==> src/rtl/bcd_serial_add_ctrl.sv <==
// Digit-serial packed-BCD adder sequencer driving one shared external BCD digit slice.
// Optional invalid-digit screening at start is enabled with BCD_SERIAL_CHECK_EN.
module bcd_serial_add_ctrl #(
    parameter int unsigned DIGITS = 4
) (
    input  logic                  clk,
    input  logic                  rst_n,
    input  logic                  start,
    input  logic [4*DIGITS-1:0]   a,
    input  logic [4*DIGITS-1:0]   b,
    output logic                  busy,
    output logic                  done,
    output logic [4*DIGITS-1:0]   sum,
    output logic                  cout,
    output logic                  err,
    output logic [3:0]            dig_a,
    output logic [3:0]            dig_b,
    output logic                  dig_cin,
    input  logic [3:0]            dig_s,
    input  logic                  dig_cout
);

    localparam int unsigned W    = 4 * DIGITS;
    localparam int unsigned IW   = (DIGITS > 1) ? $clog2(DIGITS) : 1;
    localparam logic [IW-1:0] LAST = IW'(DIGITS - 1);

    typedef enum logic [1:0] {
        IDLE = 2'd0,
        ADD  = 2'd1,
        DONE = 2'd2
    } state_t;

    state_t        state;
    logic [W-1:0]  a_q;
    logic [W-1:0]  b_q;
    logic [IW-1:0] idx;
    logic          carry;

`ifdef BCD_SERIAL_CHECK_EN
    logic bad_c;

    // Any operand digit above 9 makes the request invalid.
    always_comb begin
        bad_c = 1'b0;
        for (int i = 0; i < int'(DIGITS); i++) begin
            if (a[4*i +: 4] > 4'd9 || b[4*i +: 4] > 4'd9) begin
                bad_c = 1'b1;
            end
        end
    end
`endif

    // Digit pair and carry presented to the shared slice; quiet outside ADD.
    always_comb begin
        dig_a   = 4'd0;
        dig_b   = 4'd0;
        dig_cin = 1'b0;
        if (state == ADD) begin
            dig_a   = a_q[4*int'(idx) +: 4];
            dig_b   = b_q[4*int'(idx) +: 4];
            dig_cin = carry;
        end
    end

    always_ff @(posedge clk or negedge rst_n) begin
        if (!rst_n) begin
            state <= IDLE;
            a_q   <= '0;
            b_q   <= '0;
            idx   <= '0;
            carry <= 1'b0;
            busy  <= 1'b0;
            done  <= 1'b0;
            sum   <= '0;
            cout  <= 1'b0;
            err   <= 1'b0;
        end else begin
            done <= 1'b0;
            case (state)
                IDLE: begin
                    if (start) begin
                        a_q   <= a;
                        b_q   <= b;
                        sum   <= '0;
                        cout  <= 1'b0;
                        err   <= 1'b0;
                        carry <= 1'b0;
                        idx   <= '0;
`ifdef BCD_SERIAL_CHECK_EN
                        if (bad_c) begin
                            err   <= 1'b1;
                            done  <= 1'b1;
                            state <= DONE;
                        end else begin
                            busy  <= 1'b1;
                            state <= ADD;
                        end
`else
                        busy  <= 1'b1;
                        state <= ADD;
`endif
                    end
                end
                ADD: begin
                    sum[4*int'(idx) +: 4] <= dig_s;
                    carry <= dig_cout;
                    idx   <= idx + IW'(1);
                    if (idx == LAST) begin
                        cout  <= dig_cout;
                        busy  <= 1'b0;
                        done  <= 1'b1;
                        state <= DONE;
                    end
                end
                DONE: begin
                    state <= IDLE;
                end
                default: begin
                    state <= IDLE;
                end
            endcase
        end
    end

endmodule

==> config.mk <==
export PLATFORM = sky130hd
export DESIGN_NAME = bcd_serial_add_ctrl
export DESIGN_NICKNAME = d
export VERILOG_FILES = /design/src/rtl/bcd_serial_add_ctrl.sv
export SDC_FILE = /design/constraint.sdc
export NUM_CORES = 1
export LEC_CHECK = 0
export CORE_MARGIN = 2
export CORE_UTILIZATION = 48
export DETAILED_ROUTE_END_ITERATION = 16
export PLACE_DENSITY = 0.79
export SLEW_MARGIN = 5
export SYNTH_ARGS = -nofsm -noshare
export SYNTH_HDL_FRONTEND = slang
export SYNTH_SLANG_ARGS = --single-unit
export TNS_END_PERCENT = 100
==> constraint.sdc <==
create_clock -name clk -period 2 [get_ports clk]
set_input_delay 0.4 -clock clk [delete_from_list [all_inputs] [get_ports clk]]
set_output_delay 0.4 -clock clk [all_outputs]
set_load 0.03 [all_outputs]
==> qor.yml <==
worst_setup_path:
  r2r-end: "sum[13]"
  rrSetupSlack_ns: 0.14
  path_max_fanout: 4
  critical-path-top-delay-family: "multiplexers"
  path_buf_inv: 2
  rr_worst_depth: 7
  crit_slowest_cell: "mux4_2"
  crit_chain: "buf_6 > mux4_2 > and2_4 > buf_6"
  max_stage_delay_ns: 0.49
  startpoint_type: "flop"
  crit_path_end_kind: "output port"
  cp.required_ns: 1.60
  arrival_ns: 1.63
  cpMostUsedCell: "buf_6"
  r2r_start: "idx[0]"
  critPathKind: "reg2out"
global_route:
  grt_pass1_vias: 1749
  grt_overflow_total: 0
  track_usage: 0.186
  antenna_found_initial: 0
  grt_pass1_wl_mm: 8.68
  grt_max_degree: 57
yosys:
  yosysWarningCount: 0
  syn_inst: 170
  synth_area_um2: 2570
  synth_fp_nets: 215
  synth-seq-cells: 56
  synth_cell_types: 30
  avgSynthCellArea_um2: 15.1
  seq_area_frac_synth: 0.546
clock_tree:
  clock_latency_ns: 0.30
  path_clk_slew_ns: 0.09
  cts_made_buffers: 5
  tritoncts: "done"
  cts.hold.buffers_added: 0
  h-tree-depth: 2
  clkSinkCount: 56
  cts_buffer_depth: 2
  cts_root_buffer: "clkbuf_8"
place:
  placed_area_um2: 3350
  hpwl_mm: 3.69
  place.gp.congestion: 0.782
  placement.io_buffers: 67
finish:
  multi_input_area_um2: 1070
  finish.net_count: 291
  final_design_area_no_fill_um2: 3480
  area_growth_pct: 35.4
  final_common_cell: "clkdlybuf4s50_1"
  utilization: 0.676
  antennaDiodeCount: 0
  drive_gt1_frac: 0.340
  final-seq-area_um2: 1400
  layout_common_cells: "clkdlybuf4s50_1, dfrtp_1, mux2_2"
  fill_cells: 392
drt:
  wl_per_cell_um: 16.2
  vias: 1690
  drc: 0
  routed_via_density: 5.33
  routed_wl_mm: 5.14
  drt_pre_antenna_iters: 4
  drtIter0Drc: 55
  antenna_left: 0
sta:
  fmax_ghz: 0.493
  fin_ws_ns: -0.0291
  maxSlewViolCount: 0
  final.setup_skew_ns: 0.00587
  rsz0062_at_grt: "yes"
  hold_violations: 0
  finalSetupViolations: 8
  holdWs_ns: 0.0813
  fin_crit_ns: 2.03
  setup_tns_ns: -0.179
  post-route-period-util: 1.01
floorplanning:
  rows: 26
  floorplan.die.width_um: 77.2
  initial_core_util: 0.500
  core_um2: 5140
  dieHeight_um: 77.2
  die_area_um2: 5950
  ioPinCount: 69
status:
  status: "complete, but fails checks"
  violations: "setup timing"
run:
  cap_violations: 0
power_and_ir_drop:
  power.density_nw_per_um2: 1630
  power_mw: 5.67
  ir_worst_vdd_mv: 1.18
  power_leakage_nw: 1.51
hold_path:
  hold_path_class: "in2async"
## cell usage after synthesis
cell type,number,area share
nor4_4,1,0.0083
mux2_2,30,0.13
o22ai_1,1,0.0024
nor2_8,1,0.0078
ha_1,5,0.024
mux2i_1,1,0.0039
mux4_2,4,0.035
nand2b_4,2,0.011
buf_4,2,0.0058
and2_1,9,0.022
nand2_1,6,0.0088
a21o_1,5,0.015
buf_12,1,0.0078
nor4b_4,1,0.0093
buf_6,4,0.018
o21bai_1,1,0.0029
nor2_1,1,0.0015
nor2b_1,1,0.0024
buf_2,1,0.0019
nand3b_1,2,0.0058
inv_1,5,0.0073
nand4b_1,1,0.0034
o21ai_0,1,0.0019
mux4_1,4,0.041
mux2_1,2,0.0088
dfrtp_1,56,0.55
clkbuf_1,2,0.0029
conb_1,1,0.0015
nor3_1,1,0.0019
a22o_1,18,0.061
## worst reg2reg max path, cell delays in order (launching register included)
cell,delay (ns)
dfrtp_1,0.42
buf_6,0.15
buf_4,0.12
buf_4,0.16
inv_1,0.08
ha_2,0.33
nor4_4,0.37
a22o_1,0.18
## where the power goes
part | switching (mW) | internal, mW
Combinational | 1.43 | 1.69
Clock | 0.340 | 0.283
Sequential | 0.306 | 1.62
## metal layers
| metal | track usage | up-vias | routed length, µm |
|---|---|---|---|
| li1 | - | 770 | - |
| met1 | 0.254 | 857 | 2270 |
| met2 | 0.297 | 57 | 2530 |
| met3 | 0.0494 | 6 | 290 |
| met4 | 0.0446 | 0 | 49 |
| met5 | 0 | - | 0 |
## registers in the layout, indices dropped and copies added (netlist names)
| signal | flops |
|---|---|
| a_q | 16 |
| b_q | 16 |
| busy | 1 |
| carry | 1 |
| cout | 1 |
| done | 1 |
| idx | 2 |
| state | 2 |
| sum | 16 |
## metrics by stage
step,worst slack (ns),cells
6_report,-0.0291,317
2_1_floorplan,0.197,170
3_3_place_gp,-0.183,308
3_5_place_dp,-0.218,308
5_1_grt,-0.104,317
4_1_cts,-0.0551,316
## what timing repair did
action / 4_1_cts / 5_1_grt
buffers inserted: 0 / 1
pin swaps: 8 / 2
setup endpoints to repair: 8 / 24
resized for setup: 69 / 5
gates cloned: 0 / 0
hold endpoints to repair: 0 / 0
## cells by family (layout without fill, tap and decap cells)
kind of cell	count (synthesis)	after routing	share of synthesized area
DFF	56	56	0.546
muxes	41	41	0.220
AOI/OAI and AO/OA	26	26	0.0833
and+or+nand+nor	26	26	0.0818
buffers and inverters	15	92	0.0433
adders and majority gates	5	5	0.0244
other	1	1	0.00146
## area by class of cell
cell class | count | area share
multi-input combinational | 99 | 0.309
inverter | 5 | 0.00540
clock buffer | 8 | 0.0259
timing repair buffer | 79 | 0.231
tap | 70 | 0.0252
sequential | 56 | 0.403
## worst max path at each step
stage / depth (start not counted) / endpoint / from / slack [ns]
3_5_place_dp: 4 / dig_b[3] / idx[0] / -0.22
2_1_floorplan: 6 / sum[10] / idx[1] / 0.20
5_1_grt: 4 / dig_b[0] / idx[0] / -0.10
6_report: 4 / dig_a[1] / idx[0] / -0.03
4_1_cts: 4 / dig_a[1] / idx[0] / -0.06
3_3_place_gp: 4 / dig_b[0] / idx[0] / -0.18
Note: power is estimated with default switching activity, not from simulation.
